$ cat src/rtl/ibex_mem_arb_pkg.sv
// Shared types and constants for the ibex instruction/data memory arbiter.
//   arb_src_e   : identifies which requester owns a memory transaction
//   arb_state_e : arbiter FSM states
package ibex_mem_arb_pkg;

   typedef enum logic {
      ArbSrcInstr = 1'b0,
      ArbSrcData  = 1'b1
   } arb_src_e;

   typedef enum logic {
      ArbStArb  = 1'b0,
      ArbStHold = 1'b1
   } arb_state_e;

   localparam int unsigned ArbMaxOutstandingLimit = 8;
   // Wide enough to hold 0..ArbMaxOutstandingLimit.
   localparam int unsigned ArbCntW = 4;

   function automatic arb_src_e arb_other(arb_src_e src);
      return (src == ArbSrcInstr) ? ArbSrcData : ArbSrcInstr;
   endfunction

endpackage

$ cat src/rtl/ibex_mem_arb_src_fifo.sv
// In-order FIFO of transaction source IDs (one bit per entry).
//   clk_i, rst_i : clock, async active-high reset
//   push_i       : enqueue push_src_i
//   pop_i        : dequeue head (ignored when empty)
//   head_o       : oldest entry
//   empty_o      : no entries
//   count_o      : number of entries
module ibex_mem_arb_src_fifo
   import ibex_mem_arb_pkg::*;
#(
   parameter int unsigned Depth = 2
) (
   input  logic               clk_i,
   input  logic               rst_i,
   input  logic               push_i,
   input  arb_src_e           push_src_i,
   input  logic               pop_i,
   output arb_src_e           head_o,
   output logic               empty_o,
   output logic [ArbCntW-1:0] count_o
);

   // Shift-down storage: entry 0 is always the head, so Depth=1 needs no pointers.
   logic [Depth-1:0]   mem_q, mem_d;
   logic [ArbCntW-1:0] cnt_q, cnt_d;
   logic [ArbCntW-1:0] wr_idx;
   logic               push_ok, pop_ok, full;

   assign empty_o = (cnt_q == '0);
   assign full    = (cnt_q == ArbCntW'(Depth));
   assign pop_ok  = pop_i & ~empty_o;
   assign push_ok = push_i & (~full | pop_ok);
   assign head_o  = arb_src_e'(mem_q[0]);
   assign count_o = cnt_q;

   always_comb begin
      mem_d  = mem_q;
      cnt_d  = cnt_q;
      wr_idx = pop_ok ? (cnt_q - 4'd1) : cnt_q;
      if (pop_ok) begin
         mem_d = mem_q >> 1;
      end
      for (int i = 0; i < Depth; i++) begin
         if (push_ok && (wr_idx == ArbCntW'(i))) begin
            mem_d[i] = push_src_i;
         end
      end
      case ({push_ok, pop_ok})
         2'b10:   cnt_d = cnt_q + 4'd1;
         2'b01:   cnt_d = cnt_q - 4'd1;
         default: cnt_d = cnt_q;
      endcase
   end

   always_ff @(posedge clk_i or posedge rst_i) begin
      if (rst_i) begin
         mem_q <= '0;
         cnt_q <= '0;
      end else begin
         mem_q <= mem_d;
         cnt_q <= cnt_d;
      end
   end

endmodule

$ cat src/rtl/ibex_mem_arbiter.sv
// Shares one req/gnt/rvalid memory port between ibex instruction fetch and
// data memory interfaces.
//   clk_i, rst_i        : clock, async active-high reset
//   instr_* / data_*    : requester ports (core side)
//   mem_*               : unified memory port
//   outstanding_o       : granted-but-unresponded transaction count
//   protocol_err_o      : one-cycle pulse after an rvalid with nothing in flight
//
// state     | meaning
// ----------+--------------------------------------------------------------
// ArbStArb  | owner chosen each cycle from live requests
// ArbStHold | request issued but not granted; owner frozen until mem_gnt_i
module ibex_mem_arbiter
   import ibex_mem_arb_pkg::*;
#(
   parameter int unsigned MaxOutstanding = 2,
   parameter bit          DataPriority   = 1'b1
) (
   input  logic        clk_i,
   input  logic        rst_i,
   input  logic        instr_req_i,
   output logic        instr_gnt_o,
   output logic        instr_rvalid_o,
   input  logic [31:0] instr_addr_i,
   output logic [31:0] instr_rdata_o,
   output logic [6:0]  instr_rdata_intg_o,
   output logic        instr_err_o,
   input  logic        data_req_i,
   output logic        data_gnt_o,
   output logic        data_rvalid_o,
   input  logic        data_we_i,
   input  logic [3:0]  data_be_i,
   input  logic [31:0] data_addr_i,
   input  logic [31:0] data_wdata_i,
   input  logic [6:0]  data_wdata_intg_i,
   output logic [31:0] data_rdata_o,
   output logic [6:0]  data_rdata_intg_o,
   output logic        data_err_o,
   output logic        mem_req_o,
   input  logic        mem_gnt_i,
   input  logic        mem_rvalid_i,
   output logic        mem_we_o,
   output logic [3:0]  mem_be_o,
   output logic [31:0] mem_addr_o,
   output logic [31:0] mem_wdata_o,
   output logic [6:0]  mem_wdata_intg_o,
   input  logic [31:0] mem_rdata_i,
   input  logic [6:0]  mem_rdata_intg_i,
   input  logic        mem_err_i,
   output logic [3:0]  outstanding_o,
   output logic        protocol_err_o
);

   localparam logic [ArbCntW-1:0] MaxOut = ArbCntW'(MaxOutstanding);

   arb_state_e         state_q, state_d;
   arb_src_e           owner, owner_q, rr_q, head;
   logic               owner_req, grant, fifo_empty, perr_q;
   logic [ArbCntW-1:0] count;

   ibex_mem_arb_src_fifo #(
      .Depth (MaxOutstanding)
   ) u_src_fifo (
      .clk_i      (clk_i),
      .rst_i      (rst_i),
      .push_i     (grant),
      .push_src_i (owner),
      .pop_i      (mem_rvalid_i),
      .head_o     (head),
      .empty_o    (fifo_empty),
      .count_o    (count)
   );

   always_comb begin
      if (state_q == ArbStHold) begin
         owner = owner_q;
      end else if (instr_req_i && data_req_i) begin
         owner = DataPriority ? ArbSrcData : rr_q;
      end else if (data_req_i) begin
         owner = ArbSrcData;
      end else begin
         owner = ArbSrcInstr;
      end
   end

   assign owner_req = (owner == ArbSrcData) ? data_req_i : instr_req_i;
   // Registered count only: no combinational path from mem_rvalid_i to mem_req_o.
   assign mem_req_o = owner_req & (count < MaxOut);
   assign grant     = mem_req_o & mem_gnt_i;

   always_ff @(posedge clk_i or posedge rst_i) begin
      if (rst_i) begin
         state_q <= ArbStArb;
         owner_q <= ArbSrcInstr;
         rr_q    <= ArbSrcInstr;
         perr_q  <= 1'b0;
      end else begin
         state_q <= state_d;
         if ((state_q == ArbStArb) && (state_d == ArbStHold)) begin
            owner_q <= owner;
         end
         if (grant) begin
            rr_q <= arb_other(owner);
         end
         perr_q <= mem_rvalid_i & fifo_empty;
      end
   end

   always_comb begin
      state_d = state_q;
      case (state_q)
         ArbStArb:  if (mem_req_o && !mem_gnt_i) state_d = ArbStHold;
         ArbStHold: if (mem_gnt_i) state_d = ArbStArb;
         default:   state_d = ArbStArb;
      endcase
   end

   always_comb begin
      if (owner == ArbSrcData) begin
         mem_we_o         = data_we_i;
         mem_be_o         = data_be_i;
         mem_addr_o       = data_addr_i;
         mem_wdata_o      = data_wdata_i;
         mem_wdata_intg_o = data_wdata_intg_i;
      end else begin
         mem_we_o         = 1'b0;
         mem_be_o         = 4'hF;
         mem_addr_o       = instr_addr_i;
         mem_wdata_o      = '0;
         mem_wdata_intg_o = '0;
      end
      instr_gnt_o    = grant & (owner == ArbSrcInstr);
      data_gnt_o     = grant & (owner == ArbSrcData);
      instr_rvalid_o = mem_rvalid_i & ~fifo_empty & (head == ArbSrcInstr);
      data_rvalid_o  = mem_rvalid_i & ~fifo_empty & (head == ArbSrcData);
   end

   assign instr_rdata_o      = mem_rdata_i;
   assign instr_rdata_intg_o = mem_rdata_intg_i;
   assign instr_err_o        = mem_err_i;
   assign data_rdata_o       = mem_rdata_i;
   assign data_rdata_intg_o  = mem_rdata_intg_i;
   assign data_err_o         = mem_err_i;
   assign outstanding_o      = count;
   assign protocol_err_o     = perr_q;

   // The owner must keep requesting while its request is held ungranted.
   owner_req_held_in_hold: assert property (
      @(posedge clk_i) disable iff (rst_i) (state_q == ArbStHold) |-> owner_req
   );

endmodule

$ cat config.mk
export PLATFORM = sky130hd
export DESIGN_NAME = ibex_mem_arbiter
export DESIGN_NICKNAME = d
export VERILOG_FILES = /design/src/rtl/ibex_mem_arb_pkg.sv /design/src/rtl/ibex_mem_arb_src_fifo.sv /design/src/rtl/ibex_mem_arbiter.sv
export SDC_FILE = /design/constraint.sdc
export NUM_CORES = 1
export LEC_CHECK = 0
export CAP_MARGIN = 20
export CORE_AREA = 8 8 118 120
export CTS_BUF_LIST = sky130_fd_sc_hd__clkbuf_4 sky130_fd_sc_hd__clkbuf_8
export DETAILED_ROUTE_END_ITERATION = 7
export DIE_AREA = 0 0 126 128
export GPL_TIMING_DRIVEN = 0
export PLACE_DENSITY_LB_ADDON = 0.08
export RECOVER_POWER = 25
export SLEW_MARGIN = 10
export SYNTH_ARGS = -nofsm -noshare
export SYNTH_HDL_FRONTEND = slang
export SYNTH_HIERARCHICAL = 1
export SYNTH_SLANG_ARGS = --single-unit
$ cat constraint.sdc
create_clock -name clk_i -period 2.8 [get_ports clk_i]
set_clock_uncertainty 0.05 [all_clocks]
set_input_delay 0.56 -clock clk_i [delete_from_list [all_inputs] [get_ports clk_i]]
set_output_delay 0.56 -clock clk_i [all_outputs]
set_load 0.01 [all_outputs]
==> summary.txt <==
FINISH
------------------------------------------------------------------------------------
Non-filler cells, final                                                          682
Sequential cell area                                                         228 um2
Net count of the finished layout                                                 691
Share of post-route cells with drive strength above 1                          28.4%
Number of diodes                                                                   0
Fillers                                                                         1232
Layout Area Growth over Synthesis                                               151%
Area of combinational cells with multiple inputs                            1100 um2
Post-route design area                                                      5100 um2

CLOCK TREE
------------------------------------------------------------------------------------
Worst skew pair latency                                                      0.22 ns
Clock Path Buffers                                                                 2
TritonCTS clock tree                                                           built
Total number of H-tree levels                                                      1
Clock transition at the registers of the reported paths                      0.04 ns
Clock Root Buffer                                                       sky130_fd_sc_hd__clkbuf_8
CTS sink count                                                                     9
Clock buffers created by TritonCTS                                                 3

FLOORPLAN
------------------------------------------------------------------------------------
Chip Width                                                                    126 um
Core region area                                                           12200 um2
Starting utilization of the core area                                          16.6%
Number of rows created at floorplan                                               41
Area of the die                                                            16100 um2
Height of the die                                                             128 um
Number of ports placed on the die boundary                                       320

ROUTE
------------------------------------------------------------------------------------
Final routed DRC violation total                                                   0
Vias per cell                                                                   3.83
Initial DRC count                                                                 75
Post-route ant nets                                                                0
Number of vias after detailed routing                                           2609
Final routed wirelength across all metal layers                              12.1 mm
Average detailed-routed wire length per instance                             17.7 um
First-pass iteration count of the detailed router                                  4

STA
------------------------------------------------------------------------------------
Worst Hold Margin                                                           0.504 ns
Setup repair after global routing missed its margin                            false
Number of failing setup endpoints in the final timing report                       0
Measured slew at the worst slew-check pin                                   0.521 ns
Total count of max-transition violations in the final report                       0
Max-slew headroom                                                              65.2%
Count of final hold-check violations                                               0
Max frequency                                                                367 MHz
Minimum setup slack in the final design                                    0.0785 ns
Post-route clock period utilization                                            97.2%
Min Clock Period, post-route                                                 2.72 ns

PLACEMENT
------------------------------------------------------------------------------------
Placed Cells incl. Taps                                                          673
Number of port buffers                                                           279
Worst slack at placement                                                   -0.426 ns
Placer Congestion                                                              0.804
HPWL after detailed placement                                                10.9 mm
Standard cell area after detailed placement                                 5010 um2

PWR
------------------------------------------------------------------------------------
Leakage power total                                                          2.14 nW
Power Density                                                             400 nW/um2
Net switching power                                                           775 uW
Switching part of the total power                                              38.0%
Share of power burned in combinational logic                                   81.1%
Post-layout power                                                            2.04 mW
Clock share of power                                                            7.5%
Flop pwr share                                                                 11.5%
Internal                                                                     1.26 mW
Maximum vdd ir drop                                                       0.000225 V

SYNTHESIS
------------------------------------------------------------------------------------
Share of flip-flops with an asynchronous set or reset after synthesis           100%
Post-synthesis sequential area ratio                                           11.1%
Average cell area after synthesis                                           8.31 um2
Number of cells produced by synthesis                                            244
Yosys warnings                                                                     6
Number of enable-type register cells in the synthesized netlist                    0
Summed instance area of the synthesized netlist                             2030 um2
Number of different library cells in the post-synthesis netlist                   45
Flops & latches, synth                                                             9
Prevailing post-synth register cell                                     sky130_fd_sc_hd__dfrtp_1
Synthesized Nets                                                                 402

HOLD PATH
------------------------------------------------------------------------------------
Number of cells on the worst hold path                                             1
Startpoint of the lowest-slack hold path                                     owner_q
Class of the tightest hold or removal check                                  reg2reg
Hold Path End                                                                owner_q

SETUP PATH
------------------------------------------------------------------------------------
Worst Path Buf+Inv                                                                 4
Endpoint class of the critical path                                     primary output
FF-to-FF setup slack                                                         0.31 ns
Worst setup path startpoint                                               data_req_i
Chain of cells forming the critical path                                clkdlybuf4s15_2 -> mux2i_4 -> buf_4 -> buf_6 -> mux2_2 -> clkdlybuf4s50_1
Cell family contributing the most delay on the critical path            buffers and inverters
Crit Path Max Fanout                                                              10
Cells on worst reg2reg path                                                        9
Crit path launch type                                                   primary input
Startpoint-to-endpoint class of the critical path                             in2out
Required time of the worst setup path                                        2.19 ns
R2R Path End                                                            u_src_fifo/mem_q[1]
Worst-path cell with the longest stage delay                            sky130_fd_sc_hd__clkdlybuf4s50_1
Worst path arrival time                                                      2.11 ns
Reg-to-reg critical path startpoint                                          state_q
Highest cell delay on the worst timing path                                  0.49 ns

GLOBAL ROUTING
------------------------------------------------------------------------------------
Global-route wire length before repair                                       17.3 mm
Remaining global-route overflow                                                    0
Fraction of met3 tracks used by global routing                                 5.82%
Initial antenna violation count                                                    2
Overall Global Routing Usage                                                   13.9%
Global Route met1 Usage                                                        12.9%
Met2 Use GR                                                                    28.0%
Via count of the first global-routing pass                                      2737
Grt peak-use layer                                                              met2
Pin count of the biggest net entering global routing                              11

JOB
------------------------------------------------------------------------------------
Number of maximum-capacitance constraint violations                                0

STATUS
------------------------------------------------------------------------------------
Run status                                                              complete, no violations

## cell usage after synthesis, drive strengths merged (4+ instances only)
| master | count | share of area, % |
|---|---|---|
| a21oi | 4 | 1.4 |
| nor2 | 6 | 1.1 |
| nor2b | 42 | 13 |
| clkbuf | 4 | 0.80 |
| buf | 85 | 32 |
| dfrtp | 9 | 11 |
| or2 | 5 | 1.5 |
| mux2 | 32 | 18 |
| nor3 | 5 | 1.5 |
| nand3 | 4 | 0.99 |
| inv | 8 | 1.5 |
| ha | 4 | 2.5 |
| nand2 | 6 | 1.2 |
## cell type report
cell class	count	area share, %
Timing Repair Buffer	284	55.4
Multi-Input combinational cell	137	21.6
Buffer	89	13.2
Sequential cell	9	4.47
Tap cell	150	3.68
Clock buffer	4	0.957
Inverter	9	0.687
## logic make-up (layout without fill, tap and decap cells)
| kind of cell | Yosys count | in the layout | share of synthesized area (%) |
|---|---|---|---|
| flops | 9 | 9 | 11.1 |
| mux | 34 | 34 | 19.6 |
| fa+ha+maj | 4 | 4 | 2.47 |
| buf+inv | 98 | 386 | 34.9 |
| compound gates | 18 | 18 | 7.40 |
| xor+xnor | 4 | 4 | 1.73 |
| simple gates | 77 | 77 | 22.8 |
## metal layers
metal	part of all wire (%)	routed length [um]
met3	11	1360
met4	0.38	46
met2	55	6670
met5	0.22	27
met1	33	3960
## stage by stage
stage / util (%) / setup TNS, ns
CTS: 41.7 / 0
global route: 41.8 / 0
finish: 41.8 / 0
global placement: 41.0 / -23.29
detailed placement: 41.0 / -26.99
floorplan: - / 0
## registers in the layout (all words and copies together) (netlist names)
signal and flops:
owner_q 1, protocol_err_o 1, state_q 1, u_src_fifo/count_o 4, u_src_fifo/mem_q 2
## power groups by stage
stage	Clock [mW]	Combinational, mW	Sequential, mW
3_5_place_dp	0	1.63	0.256
3_3_place_gp	0	1.62	0.256
2_1_floorplan	0	0.770	0.254
4_1_cts	0.159	1.69	0.234
5_1_grt	0.171	1.77	0.240
6_report	0.152	1.65	0.234
## how the worst max path moves through the flow
stage	end	slack, ns	depth (start not counted)
3_5_place_dp	u_src_fifo/mem_q[1]	-0.43	9
6_report	mem_addr_o[7]	0.08	6
5_1_grt	mem_req_o	0.005	7
2_1_floorplan	u_src_fifo/mem_q[1]	0.54	8
4_1_cts	instr_gnt_o	0.05	7
3_3_place_gp	mem_addr_o[9]	-0.38	5
## cell usage in the layout, fill, tap and decap left out, types with 2 or more instances in the layout
cell	instances
sky130_fd_sc_hd__nor3_2	2
sky130_fd_sc_hd__clkbuf_8	3
sky130_fd_sc_hd__buf_6	5
sky130_fd_sc_hd__inv_2	2
sky130_fd_sc_hd__dlygate4sd2_1	6
sky130_fd_sc_hd__nand2_1	5
sky130_fd_sc_hd__dfrtp_1	7
sky130_fd_sc_hd__nor2b_1	42
sky130_fd_sc_hd__nor3b_1	2
sky130_fd_sc_hd__dlygate4sd3_1	35
sky130_fd_sc_hd__or2_2	5
sky130_fd_sc_hd__clkbuf_2	2
sky130_fd_sc_hd__inv_1	6
sky130_fd_sc_hd__clkbuf_1	2
sky130_fd_sc_hd__nor3_1	3
sky130_fd_sc_hd__nand3_1	4
sky130_fd_sc_hd__dfrtp_2	2
sky130_fd_sc_hd__nor2_1	6
sky130_fd_sc_hd__mux2_2	31
sky130_fd_sc_hd__a21oi_1	2
sky130_fd_sc_hd__a21oi_2	2
sky130_fd_sc_hd__o21ai_0	2
sky130_fd_sc_hd__clkdlybuf4s50_1	236
sky130_fd_sc_hd__xnor2_1	3
sky130_fd_sc_hd__ha_1	4
sky130_fd_sc_hd__buf_4	85
## repair_timing
action / in CTS / in global routing
hold buffers: 0 / 0
setup buffers: 5 / 0
resized for setup: 13 / 4
setup endpoints to repair: 86 / 3
No activity file was read; power rests on OpenSTA's default activity.
